`src/rtl/ud_cnt_mod_if.sv`:
```
// Control and status bundle of the up/down modulus counter.
// The step input exists only when UD_CNT_STEP_EN is defined.
interface ud_cnt_mod_if #(
    parameter int WIDTH = 8
);
    logic             ce;
    logic             ld;
    logic             ud;
    logic [WIDTH-1:0] d;
    logic [WIDTH-1:0] limit;
    logic             sat;
    logic             clr;
    logic [WIDTH-1:0] cmp_val;
    logic             clr_flag;
`ifdef UD_CNT_STEP_EN
    logic [WIDTH-1:0] step;
`endif
    logic [WIDTH-1:0] q;
    logic             ovf;
    logic             unf;
    logic             at_end;
    logic             match;
    logic             match_flag;

    // The counter has no handshake: every input is sampled on each rising clk,
    // and q/ovf/unf/match/match_flag are registered outputs that change one
    // cycle later. at_end is combinational from q, ud and limit.
    modport master (
        output ce, ld, ud, d, limit, sat, clr, cmp_val, clr_flag,
`ifdef UD_CNT_STEP_EN
        output step,
`endif
        input  q, ovf, unf, at_end, match, match_flag
    );

    modport slave (
        input  ce, ld, ud, d, limit, sat, clr, cmp_val, clr_flag,
`ifdef UD_CNT_STEP_EN
        input  step,
`endif
        output q, ovf, unf, at_end, match, match_flag
    );
endinterface

```
`src/rtl/ud_cnt_mod.sv`:
```
// Up/down counter with runtime modulus (0..limit), wrap/saturate, compare match.
// Optional UD_CNT_STEP_EN adds a step input; otherwise the count moves by 1.
module ud_cnt_mod #(
    parameter int WIDTH = 8
) (
    input  logic         clk,
    input  logic         rst_n,
    ud_cnt_mod_if.slave  bus
);
    logic [WIDTH-1:0] q_r;
    logic [WIDTH-1:0] q_nxt;
    logic             ovf_r;
    logic             ovf_nxt;
    logic             unf_r;
    logic             unf_nxt;
    logic             match_r;
    logic             match_nxt;
    logic             flag_r;
    logic             flag_nxt;
    logic             event_nxt;

    logic [WIDTH-1:0] s;
    logic [WIDTH-1:0] up_base;
    logic [WIDTH:0]   up_sum;

    // Effective step, clamped to the modulus range.
`ifdef UD_CNT_STEP_EN
    always_comb begin
        s = (bus.step > bus.limit) ? bus.limit : bus.step;
    end
`else
    always_comb begin
        s = {{(WIDTH-1){1'b0}}, 1'b1};
    end
`endif

    // A count above a lowered limit is treated as sitting at limit when counting up.
    always_comb begin
        up_base = (q_r > bus.limit) ? bus.limit : q_r;
        up_sum  = {1'b0, up_base} + {1'b0, s};
    end

    always_comb begin
        q_nxt     = q_r;
        ovf_nxt   = 1'b0;
        unf_nxt   = 1'b0;
        event_nxt = 1'b0;
        if (bus.clr) begin
            q_nxt     = '0;
            event_nxt = 1'b1;
        end else if (bus.ce) begin
            event_nxt = 1'b1;
            if (bus.ld) begin
                q_nxt = (bus.d > bus.limit) ? bus.limit : bus.d;
            end else if (s == '0) begin
                q_nxt = q_r;
            end else if (bus.ud) begin
                if (up_sum > {1'b0, bus.limit}) begin
                    if (bus.sat) begin
                        q_nxt = bus.limit;
                    end else begin
                        // True result lies in 0..limit, so modulo-2^WIDTH math is exact.
                        q_nxt   = up_base + s - bus.limit - WIDTH'(1);
                        ovf_nxt = 1'b1;
                    end
                end else begin
                    q_nxt = up_base + s;
                end
            end else begin
                if (q_r > bus.limit) begin
                    q_nxt = bus.limit;
                end else if (s > q_r) begin
                    if (bus.sat) begin
                        q_nxt = '0;
                    end else begin
                        q_nxt   = q_r + bus.limit + WIDTH'(1) - s;
                        unf_nxt = 1'b1;
                    end
                end else begin
                    q_nxt = q_r - s;
                end
            end
        end
    end

    always_comb begin
        match_nxt = event_nxt && (q_nxt == bus.cmp_val);
        flag_nxt  = match_nxt || (flag_r && !bus.clr_flag);
    end

    always_ff @(posedge clk) begin
        if (!rst_n) begin
            q_r     <= '0;
            ovf_r   <= 1'b0;
            unf_r   <= 1'b0;
            match_r <= 1'b0;
            flag_r  <= 1'b0;
        end else begin
            q_r     <= q_nxt;
            ovf_r   <= ovf_nxt;
            unf_r   <= unf_nxt;
            match_r <= match_nxt;
            flag_r  <= flag_nxt;
        end
    end

    assign bus.q          = q_r;
    assign bus.ovf        = ovf_r;
    assign bus.unf        = unf_r;
    assign bus.match      = match_r;
    assign bus.match_flag = flag_r;
    assign bus.at_end     = (bus.ud && (q_r >= bus.limit)) || (!bus.ud && (q_r == '0));
endmodule

```
`src/flat_wrapper.sv`:
```
// flat-port wrapper written by rule: the top's interface ports become plain ports
module ud_cnt_mod_flat 
#(
    parameter int WIDTH = 8
)
  (clk, rst_n, bus_ce, bus_ld, bus_ud, bus_d, bus_limit, bus_sat, bus_clr, bus_cmp_val, bus_clr_flag, bus_q, bus_ovf, bus_unf, bus_at_end, bus_match, bus_match_flag);
  ud_cnt_mod_if #(.WIDTH(WIDTH)) bus_i ();
  input  logic clk;
  input  logic rst_n;
  input wire logic [$bits(bus_i.ce)-1:0] bus_ce;
  input wire logic [$bits(bus_i.ld)-1:0] bus_ld;
  input wire logic [$bits(bus_i.ud)-1:0] bus_ud;
  input wire logic [$bits(bus_i.d)-1:0] bus_d;
  input wire logic [$bits(bus_i.limit)-1:0] bus_limit;
  input wire logic [$bits(bus_i.sat)-1:0] bus_sat;
  input wire logic [$bits(bus_i.clr)-1:0] bus_clr;
  input wire logic [$bits(bus_i.cmp_val)-1:0] bus_cmp_val;
  input wire logic [$bits(bus_i.clr_flag)-1:0] bus_clr_flag;
  output wire logic [$bits(bus_i.q)-1:0] bus_q;
  output wire logic [$bits(bus_i.ovf)-1:0] bus_ovf;
  output wire logic [$bits(bus_i.unf)-1:0] bus_unf;
  output wire logic [$bits(bus_i.at_end)-1:0] bus_at_end;
  output wire logic [$bits(bus_i.match)-1:0] bus_match;
  output wire logic [$bits(bus_i.match_flag)-1:0] bus_match_flag;
  assign bus_i.ce = bus_ce;
  assign bus_i.ld = bus_ld;
  assign bus_i.ud = bus_ud;
  assign bus_i.d = bus_d;
  assign bus_i.limit = bus_limit;
  assign bus_i.sat = bus_sat;
  assign bus_i.clr = bus_clr;
  assign bus_i.cmp_val = bus_cmp_val;
  assign bus_i.clr_flag = bus_clr_flag;
  assign bus_q = bus_i.q;
  assign bus_ovf = bus_i.ovf;
  assign bus_unf = bus_i.unf;
  assign bus_at_end = bus_i.at_end;
  assign bus_match = bus_i.match;
  assign bus_match_flag = bus_i.match_flag;
  ud_cnt_mod #(.WIDTH(WIDTH)) u_core (.clk(clk), .rst_n(rst_n), .bus(bus_i));
endmodule
```
`config.mk`:
```
export PLATFORM = sky130hd
export DESIGN_NAME = ud_cnt_mod_flat
export DESIGN_NICKNAME = d
export VERILOG_FILES = /design/src/rtl/ud_cnt_mod_if.sv /design/src/rtl/ud_cnt_mod.sv /design/src/flat_wrapper.sv
export SDC_FILE = /design/constraint.sdc
export NUM_CORES = 1
export LEC_CHECK = 0
export CAP_MARGIN = 15
export CELL_PAD_IN_SITES_DETAIL_PLACEMENT = 1
export CELL_PAD_IN_SITES_GLOBAL_PLACEMENT = 1
export CORE_UTILIZATION = 37
export CTS_BUF_LIST = sky130_fd_sc_hd__clkbuf_4
export DETAILED_ROUTE_END_ITERATION = 8
export PLACE_DENSITY = 0.81
export SLEW_MARGIN = 10
export SYNTH_ARGS = -nofsm -noshare
export SYNTH_HDL_FRONTEND = slang
export SYNTH_SLANG_ARGS = --single-unit
```
`constraint.sdc`:
```
create_clock -name clk -period 5.09 [get_ports clk]
set_input_delay 0.509 -clock clk [delete_from_list [all_inputs] [get_ports clk]]
set_output_delay 0.509 -clock clk [all_outputs]
set_load 0.05 [all_outputs]
```
Word level (Yosys, flattened, before mapping)
Cells that the tools add are included.
- register bits: 12
- bits in latches: 0
- memory bits (writable): 0
- bits in read-only memories: 0
- input bits: 32
- output and inout port bits: 13
- logic and storage cells: 49
- memories: 0
- add/sub/neg operators: 8
- multipliers: 0
- divide/modulo/power cells: 0
- $lt $le $gt $ge: 5
- eq/ne operators: 1
- shift operators: 0
- mux-type cells: 14
- bitwise gates (word level): 5
- reductions and logical operators: 11
- operators with widths (cell ; count):
    $mux W8 ; 11
    $sub A8 B1 Y8 const B ; 3
    $add A8 B1 Y8 const B ; 2
    $gt A8 B8 Y1 ; 2
    $add A8 B1 Y9 const B ; 1
    $gt A9 B8 Y1 ; 1
    $add A8 B8 Y8 ; 1
    $eq A8 B8 Y1 ; 1
    $ge A8 B8 Y1 ; 1
    $gt A1 B8 Y1 const A ; 1
    $logic_not A8 Y1 ; 1
    $sub A8 B8 Y8 ; 1
    $reduce_or A7 Y1 ; 1
    $reduce_or A6 Y1 ; 1
    $not A1 Y1 ; 5
    $logic_and A1 B1 Y1 ; 4
    $mux W1 ; 3
    $logic_not A1 Y1 ; 2
    $logic_or A1 B1 Y1 ; 2

Logic depth before layout (Yosys ltp)
Gate-level depths: netlist of the first run.
- word-level depth: 14
- depth in mapped cells: 27
- gate-level depth less buffers: 24

Worst setup path after synthesis of the first run
OpenSTA, ideal clock, no wires.
- path kind: register to register
- start: register u_core.q_r[1], in the netlist u_core.bus.q[1]
- end: register u_core.flag_r, in the netlist u_core.bus.match_flag
- setup time: 96 ps
- data arrival time: 5650 ps
- data required time: 4994 ps
- slack: -656 ps
- cell stages (with the launch flop): 23
- path buffers: 1
- period minus slack after synthesis: 5746 ps
- cell sequence: dfxtp_1 > ha_1 > nor2b_1 > o211ai_1 > a21o_1 > nand2_1 > clkbuf_1 > o21ai_0 > ha_1 > nand3_1 > nor3_1 > a211oi_1 > or2_2 > ha_1 > nand4_1 > or3b_2 > o211ai_1 > o31a_1 > nand2_1 > a2111oi_1 > o21a_1 > o2111ai_1 > o41ai_2
- word-level cells in the longest chain between the ends: 14
- elaborated cells on any way between the ends: 24
- classes of those cells: add/sub (8); order compare (3); eq/ne (1); mux (10); reduce/logical (2)
- RTL lines (item ; line ; text):
    start: declaration ; ud_cnt_mod.sv:10 ; logic [WIDTH-1:0] q_r;
    start signal: assignment ; ud_cnt_mod.sv:99 ; q_r <= q_nxt;
    $gt A8 B8 Y1 ; ud_cnt_mod.sv:39, ud_cnt_mod.sv:70 ;
    $mux W8 ; ud_cnt_mod.sv:39 ; up_base = (q_r > bus.limit) ? bus.limit : q_r;
    $add A8 B1 Y8 ; ud_cnt_mod.sv:63, ud_cnt_mod.sv:67 ;
    $sub A8 B8 Y8 ; ud_cnt_mod.sv:63 ; q_nxt = up_base + s - bus.limit - WIDTH'(1);
    $sub A8 B1 Y8 ; ud_cnt_mod.sv:63 ;
    $mux W8 ; ud_cnt_mod.sv:59 ; if (bus.sat) begin
    $mux W8 ; ud_cnt_mod.sv:58 ; if (up_sum > {1'b0, bus.limit}) begin
    $mux W8 ; ud_cnt_mod.sv:57 ; end else if (bus.ud) begin
    $mux W8 ; ud_cnt_mod.sv:53 ; if (bus.ld) begin
    $mux W8 (*) ; ud_cnt_mod.sv:51 ; end else if (bus.ce) begin
    $mux W8 (*) ; ud_cnt_mod.sv:48 ; if (bus.clr) begin
    $eq A8 B8 Y1 (*) ; ud_cnt_mod.sv:87 ; match_nxt = event_nxt && (q_nxt == bus.cmp_val);
    $logic_and A1 B1 Y1 (*) ; ud_cnt_mod.sv:87 ;
    $logic_or A1 B1 Y1 (*) ; ud_cnt_mod.sv:88 ; flag_nxt = match_nxt || (flag_r && !bus.clr_flag);
    end signal: assignment ; ud_cnt_mod.sv:103 ; flag_r <= flag_nxt;
    end: declaration ; ud_cnt_mod.sv:18 ; logic flag_r;
Mark *: on every way between the ends. The rest lies on a longest branch, timed or not.
A chain may end at the register's enable or synchronous reset.

Worst setup path after layout of the first run
- start: input port bus_limit[7]
- end: register u_core.flag_r, in the netlist u_core.bus.match_flag
- word-level cells in the longest chain between the ends: 14
- elaborated cells on any way between the ends: 24
- classes of those cells: add/sub (7); order compare (3); eq/ne (1); mux (11); reduce/logical (2)
- RTL lines (item ; line ; text):
    start: declaration ; flat_wrapper.sv:14 ; input wire logic [$bits(bus_i.limit)-1:0] bus_limit;
    $gt A8 B8 Y1 ; ud_cnt_mod.sv:39, ud_cnt_mod.sv:70 ;
    $mux W8 ; ud_cnt_mod.sv:39 ;
    $add A8 B1 Y8 ; ud_cnt_mod.sv:63, ud_cnt_mod.sv:67 ;
    $sub A8 B8 Y8 ; ud_cnt_mod.sv:63 ;
    $sub A8 B1 Y8 ; ud_cnt_mod.sv:63 ;
    $mux W8 ; ud_cnt_mod.sv:59 ;
    $mux W8 ; ud_cnt_mod.sv:58 ;
    $mux W8 ; ud_cnt_mod.sv:57 ;
    $mux W8 (*) ; ud_cnt_mod.sv:53 ;
    $mux W8 (*) ; ud_cnt_mod.sv:51 ;
    $mux W8 (*) ; ud_cnt_mod.sv:48 ;
    $eq A8 B8 Y1 (*) ; ud_cnt_mod.sv:87 ;
    $logic_and A1 B1 Y1 (*) ; ud_cnt_mod.sv:87 ;
    $logic_or A1 B1 Y1 (*) ; ud_cnt_mod.sv:88 ;
Marks and branches as above.

==> results of run 1 <==
==> what timing repair did <==
action,CTS,global route
hold buffers,0,0
pin swaps,36,28
setup endpoints to repair,9,9
gates resized for setup,65,27
endpoints found under the hold margin,0,0
setup buffers,38,12
==> state kept, by name, summed over array words and instances (netlist names) <==
name / flops
u_core.bus.q: 8
u_core.bus.unf: 1
u_core.bus.match_flag: 1
u_core.bus.match: 1
u_core.bus.ovf: 1
==> routing by layer <==
metal,routed length (um),part of all wire,track usage
met2,9581,0.41,0.7249
met4,2343,0.10,0.3590
met1,7746,0.33,0.4814
met3,3452,0.15,0.2008
met5,39,0.0017,0.05769
==> cells by family (layout without fill, tap and decap cells) <==
logic type	after synthesis	after routing	synth area share
simple gates	156	156	0.2710
mux	12	12	0.03953
flops	12	12	0.07824
xor+xnor	20	20	0.05705
fa+ha+maj	36	36	0.1516
compound gates	143	143	0.3415
buf+inv	45	207	0.06112
==> layout make-up <==
type                    instances  area [um^2]  area share
clock inverters                 1        3.754   0.0007491
flip-flops and latches         12        249.0     0.04969
well taps                     102        127.6     0.02547
clock buffers                   3        22.52    0.004494
inverters                      27        112.6     0.02247
multi-input cells             367         3052      0.6090
repair buffers                176         1444      0.2881
==> where the power goes <==
part           switching, mW  internal (mW)
Sequential           0.00705         0.0980
Clock                 0.0428         0.0285
Combinational          0.390          0.268
==> worst max-delay path by stage <==
stage | endpoint | slack, ns
2_1_floorplan | u_core.bus.match$_SDFF_PN0_ | -0.03
3_3_place_gp | u_core.bus.match$_SDFF_PN0_ | -0.75
3_5_place_dp | u_core.bus.match_flag$_SDFF_PN0_ | -0.95
4_1_cts | u_core.bus.match_flag$_SDFF_PN0_ | -0.02
5_1_grt | u_core.bus.match_flag$_SDFF_PN0_ | -1.13
6_report | u_core.bus.match_flag$_SDFF_PN0_ | -0.82
==> through the flow <==
stage	setup slack, ns	utilization	hold slack, ns
2_1_floorplan	-0.03237	-	0.7086
3_3_place_gp	-0.7515	0.5447	0.4972
3_5_place_dp	-0.9547	0.5447	0.5403
4_1_cts	-0.02220	0.6077	0.5606
5_1_grt	-1.127	0.6353	0.5935
6_report	-0.8203	0.6353	0.5994
==> critical path: cells and delay by family <==
family | cells | cell delay (ns)
AO/OA/AOI/OAI | 11 | 2.35
buffers and inverters | 6 | 0.79
adder cells (fa/ha/maj) | 3 | 0.84
AND/OR/NAND/NOR | 7 | 1.59
==> placed cells by master, fill, tap and decap left out, types with 9 or more instances in the layout <==
master and instances:
sky130_fd_sc_hd__xnor2_1 12, sky130_fd_sc_hd__o211ai_1 10, sky130_fd_sc_hd__o21ai_0 24, sky130_fd_sc_hd__nor3_1 11, sky130_fd_sc_hd__inv_1 19, sky130_fd_sc_hd__nor2b_1 9
sky130_fd_sc_hd__ha_1 24, sky130_fd_sc_hd__clkdlybuf4s50_1 36, sky130_fd_sc_hd__nand3_1 13, sky130_fd_sc_hd__a21oi_1 23, sky130_fd_sc_hd__mux2i_1 10, sky130_fd_sc_hd__nor2_1 25
sky130_fd_sc_hd__buf_4 127, sky130_fd_sc_hd__ha_4 10, sky130_fd_sc_hd__nand2_1 29
==> results.txt, run 1 <==
----------------------------------------------------
[Synthesis]
  Count of flip-flops with a built-in enable after synthesis ... 0
  Warnings, synthesis ... 0
  Flip-flop and latch count after synthesis ... 12
  List of most frequent post-synthesis cells ... 34 x sky130_fd_sc_hd__ha_1, 33 x sky130_fd_sc_hd__nand2_1, 28 x sky130_fd_sc_hd__a21oi_1
  Syn nets ... 492
  Total standard cell area after synthesis ... 0.003070 mm^2
  Number of distinct library cells after synthesis ... slightly above 70
  Mean instance size in the synthesized netlist ... around 7.2 um^2
  Syn Inst Count ... 424
  Async set-reset flop share out of synthesis ... 0
  Most used standard cell by instance count after synthesis ... sky130_fd_sc_hd__ha_1
  Dominant cells by area after synthesis ... sky130_fd_sc_hd__ha_1 14%, sky130_fd_sc_hd__dfxtp_1 7.8%, sky130_fd_sc_hd__a21oi_1 4.6%
  Fraction of post-synthesis cell area in the top cell type by area ... 0.1385
  Seq/Total Area, Yosys ... 0.07824
  Most frequently used flop master after synthesis ... sky130_fd_sc_hd__dfxtp_1
  Top cell type by total area after synthesis ... sky130_fd_sc_hd__ha_1

[Global route]
  Largest net degree at the start of global routing ... 18
  Total gr overflow ... 0
  First-pass GRT wire length ... ~30000 um
  Number of antenna violations at the first check in global routing ... 0
  Overall global routing resource usage ... 0.4627
  Vias in the first global route ... 4950

[Timing]
  Total Negative Setup Slacks ... -3.660 ns
  Max Clock Freq ... ~0.17 GHz
  Worst clock skew on the final layout ... between 0.003 and 0.004 ns
  Minimum period implied by the final worst setup slack ... 5.910 ns
  Slew at the pin closest to its max-slew limit ... 1.392 ns
  Hold violation total from the final report ... 0
  # setup viols final ... 9
  Headroom to the max-slew limit ... 0.06215
  RSZ-0062 raised after global routing ... yes
  Period utilisation layout ... 1.161
  Pins Over Slew Limit ... 0
  Worst setup margin ... -0.8203 ns

[Die]
  Number of top-level design ports ... 45
  Core area ... 0.007888 mm^2
  Die height ... approximately 93 um
  Site Rows ... 32
  Die area ... 0.008667 mm^2
  Horizontal die dimension ... around 93 um
  Initial cell density of the core ... 0.3893

[Hold path]
  Cell count of the worst hold path ... 2
  Worst Min Path Start ... u_core.bus.match_flag$_SDFF_PN0_
  Hold/Removal Path Class ... reg -> reg
  Endpoint, Worst Hold ... u_core.bus.match_flag$_SDFF_PN0_

[Setup path]
  Cell with the biggest individual delay on the critical path ... sky130_fd_sc_hd__or3b_4
  Largest fanout on the critical path ... 5
  Highest cell delay on the worst timing path ... 0.41 ns
  Reg-to-reg critical path startpoint ... u_core.bus.q[6]$_SDFF_PN0_
  Capturing element type of the critical path ... flop
  Worst EP required ... 5.28 ns
  Cell depth of the worst flop-to-flop path ... 25
  Critical Path AT ... slightly above 6 ns
  Critical path origin ... bus_limit[7]
  Worst setup SP type ... input pin
  Crit Path Class ... in -> reg
  Cell mode on critical path ... sky130_fd_sc_hd__ha_4
  Worst r2r dst ... u_core.bus.match_flag$_SDFF_PN0_
  Worst reg2reg setup slack ... -0.75 ns

[Drt]
  Detail-routed via count per cell ... around 7.3
  Drt total wl ... 23160 um
  Drt wl/cell ... 33.67 um
  Count of vias placed by the detailed router ... around 5000
  Post-detailed-route count of antenna-violating nets ... 0
  DRC viols ... 0
  Number of detailed-route iterations in the first pass ... 6
  DRC marker count from the first detailed-route iteration ... around 680

[Clocking]
  TritonCTS clock tree ... yes
  CTS H-tree depth ... 1
  Worst skew pair latency ... roughly 0.29 ns
  TritonCTS Sinks ... 12
  Buffer type at the clock tree root ... sky130_fd_sc_hd__clkbuf_4
  Inserted Clock Buffers ... 3
  Largest buffer count on any clock path ... 2
  Clock-pin slew on the worst setup and hold paths ... 0.10 ns

[Cells and area]
  Area Overhead vs Synth ... 63.20%
  Antenna Cells ... 0
  Number of fillers in the final layout ... 936
  Share of layout cells above drive strength 1 ... 0.3771
  Filler-free cell count of the finished design ... 688
  Post-route cell area ... between 0.005 and 0.006 mm^2
  Post-layout nets ... about 660

[Placement]
  # placed instances ... 634
  Estimated wirelength of the detail-placed design ... between 10000 and 15000 um
  Buffers on Ports ... 44
  Final weighted congestion in routability-driven placement ... 0.9978
  Placement Cell Area ... 0.004297 mm^2

[Run status]
  Failing checks ... negative setup slack
  Run status ... finished, violations left

[Power and ir drop]
  Peak supply drop ... 0.06805 mV
  P per Cell Area ... 166.5 mW/mm^2
  P_leak ... 2.171 nW
  Design Power ... 0.8344 mW

[Run]
  Max capacitance violation total ... 0

----------------------------------------------------
(Power assumes the default switching activity.)
==> run 2, diff against run 1 <==
Settings changed: CORE_UTILIZATION 37 to 45, PLACE_DENSITY 0.81 to 0.92.
Clock period 5.09 ns to 7.1 ns, I/O delays scaled along.
==> results.txt, run 2 (synthesis results as in run 1) <==
----------------------------------------------------
[Drt]
  Drt wl/cell ... approximately 25 um
  Detail-routed via count per cell ... 7.053
  Number of detailed-route iterations in the first pass ... 7
  Drt total wl ... 13620 um
  Count of vias placed by the detailed router ... 3865
  DRC viols ... 2
  Post-detailed-route count of antenna-violating nets ... 0
  DRC marker count from the first detailed-route iteration ... 378

[Setup path]
  Worst EP required ... about 7.3 ns
  Highest cell delay on the worst timing path ... about 0.63 ns
  Cell with the biggest individual delay on the critical path ... sky130_fd_sc_hd__clkdlybuf4s50_1
  Largest fanout on the critical path ... 7
  Cell mode on critical path ... sky130_fd_sc_hd__ha_1
  Critical Path AT ... 6.97 ns
  Crit Path Class ... in -> reg
  Worst setup SP type ... input pin
  Capturing element type of the critical path ... flop
  Worst path cell trace ... clkdlybuf4s50_1 -> inv_1 -> ha_1 -> nand4_1 -> or2_4 -> nand2_1 -> nand2_1 -> o21ai_0 -> ha_1 -> nand3_1 -> nor3_1 -> a211oi_1 -> or2_2 -> ha_1 -> nand4_1 -> or3b_2 -> o211ai_1 -> o31a_1 -> and2_4 -> a2111oi_4 -> a211oi_1 -> o211ai_1 -> o41ai_2

[Clocking]
  Post-CTS Repair Setup Buffers ... 0
  Inserted Clock Buffers ... 3
  Worst skew pair latency ... about 0.29 ns
  TritonCTS clock tree ... yes
  Largest buffer count on any clock path ... 2
  Buffer type at the clock tree root ... sky130_fd_sc_hd__clkbuf_4
  CTS H-tree depth ... 1
  Clock-pin slew on the worst setup and hold paths ... 0.09 ns
  TritonCTS Sinks ... 12

[Timing]
  Slew at the pin closest to its max-slew limit ... 0.8348 ns
  Max Clock Freq ... 0.1477 GHz
  Worst Hold Slack ... 0.5225 ns
  Total Negative Setup Slacks ... 0 ns
  Period utilisation layout ... 0.9539
  Worst clock skew on the final layout ... 0.001668 ns
  Pins Over Slew Limit ... 0
  Worst setup margin ... 0.3273 ns
  Minimum period implied by the final worst setup slack ... 6.773 ns
  Headroom to the max-slew limit ... 0.4414
  # setup viols final ... 0
  RSZ-0062 raised after global routing ... no
  Hold violation total from the final report ... 0

[Global route]
  Total gr overflow ... 0
  Largest net degree at the start of global routing ... 18
  Overall global routing resource usage ... 0.3843
  Number of antenna violations at the first check in global routing ... 0
  Vias in the first global route ... about 4000
  First-pass GRT wire length ... 21390 um

[Power and ir drop]
  P_leak ... 1.576 nW
  Design Power ... between 0.4 and 0.5 mW
  Peak supply drop ... 0.07093 mV
  P per Cell Area ... 115.6 mW/mm^2

[Run status]
  Run status ... finished, violations left
  Failing checks ... design-rule violations

[Die]
  Core area ... between 0.006 and 0.007 mm^2
  Initial cell density of the core ... 0.4754
  Site Rows ... 29
  Die height ... 84.60 um
  Horizontal die dimension ... 84.60 um
  Die area ... 0.007157 mm^2
  Number of top-level design ports ... 45

[Cells and area]
  Number of fillers in the final layout ... about 840
  Total area of sequential cells ... 240.2 um^2
  Area Overhead vs Synth ... 19.89%
  Flip-flop count of the largest register, all copies and words added ... 8
  Most common cell after layout, fill and taps aside ... sky130_fd_sc_hd__clkdlybuf4s50_1
  Share of layout cells above drive strength 1 ... 0.08280
  Filler-free cell count of the finished design ... 548
  Commonest cells after routing, fill and taps aside ... 44 x sky130_fd_sc_hd__clkdlybuf4s50_1, 34 x sky130_fd_sc_hd__ha_1, 33 x sky130_fd_sc_hd__nand2_1, 28 x sky130_fd_sc_hd__a21oi_1
  Post-layout nets ... 540
  Antenna Cells ... 0
  Multi-input gate area in the final layout ... ~0.0026 mm^2

[Run]
  Max capacitance violation total ... 0

[Placement]
  Final weighted congestion in routability-driven placement ... slightly below 1
  Buffers on Ports ... 44
  Estimated wirelength of the detail-placed design ... around 11000 um
  # placed instances ... 544
  Worst setup slack before clock tree synthesis ... approximately 0.14 ns

[Hold path]
  Hold/Removal Path Class ... reg -> reg

----------------------------------------------------
==> run 2: changes by cell type in the layout (fill, tap and decap cells not counted), sizes merged <==
cell	change
buf	-119
clkdlybuf4s50	+8
clkdlybuf4s15	-4
clkinvlp	-1
inv	+1
==> run 2: routing by layer <==
layer,routed length [um],track usage
met1,5406,0.4674
met2,6106,0.6253
met3,1171,0.08161
met4,887,0.2157
met5,43,0.04196
==> run 2: power by group <==
group	switching, mW	internal (mW)
clock	0.0271	0.0204
combinational	0.185	0.116
sequential	0.00698	0.0698
total	0.219	0.206
==> run 2: area by class of cell <==
type                            count  share of cell area
Clock inverter                      1            0.001020
Inverter                           27             0.02753
Timing Repair Buffer               61              0.1543
Multi-Input combinational cell    367              0.7196
Tap cell                           77             0.02617
Clock buffer                        3            0.006118
Sequential cell                    12             0.06526
==> run 2: final timing paths <==
kind	from	end	slack (ns)	cells after the start
min reg2reg	u_core.bus.match_flag$_SDFF_PN0_	u_core.bus.match_flag$_SDFF_PN0_	0.52	2
max reg2reg	u_core.bus.q[0]$_SDFF_PN0_	u_core.bus.match_flag$_SDFF_PN0_	0.80	22
min	u_core.bus.match_flag$_SDFF_PN0_	u_core.bus.match_flag$_SDFF_PN0_	0.52	2
max	bus_limit[2]	u_core.bus.match_flag$_SDFF_PN0_	0.33	23
==> run 2: through the flow <==
stage          utilization  cell area (um^2)
3_3_place_gp        0.5649              3649
3_5_place_dp        0.5649              3649
4_1_cts             0.5690              3675
2_1_floorplan            -              3070
5_1_grt             0.5699              3681
6_report            0.5699              3681
==> run 2: what timing repair did <==
| action | in CTS | in global routing |
|---|---|---|
| gates resized for setup | 0 | 1 |
| setup endpoints to repair | 0 | 2 |
| hold buffers | 0 | 0 |
==> run 2: worst max-delay path: cells and delay by family <==
kind                     cells  cell delay [ns]
buffers and inverters        2             0.73
adder cells (fa/ha/maj)      3             1.01
AND/OR/NAND/NOR             10             2.54
AO/OA/AOI/OAI                8             1.98
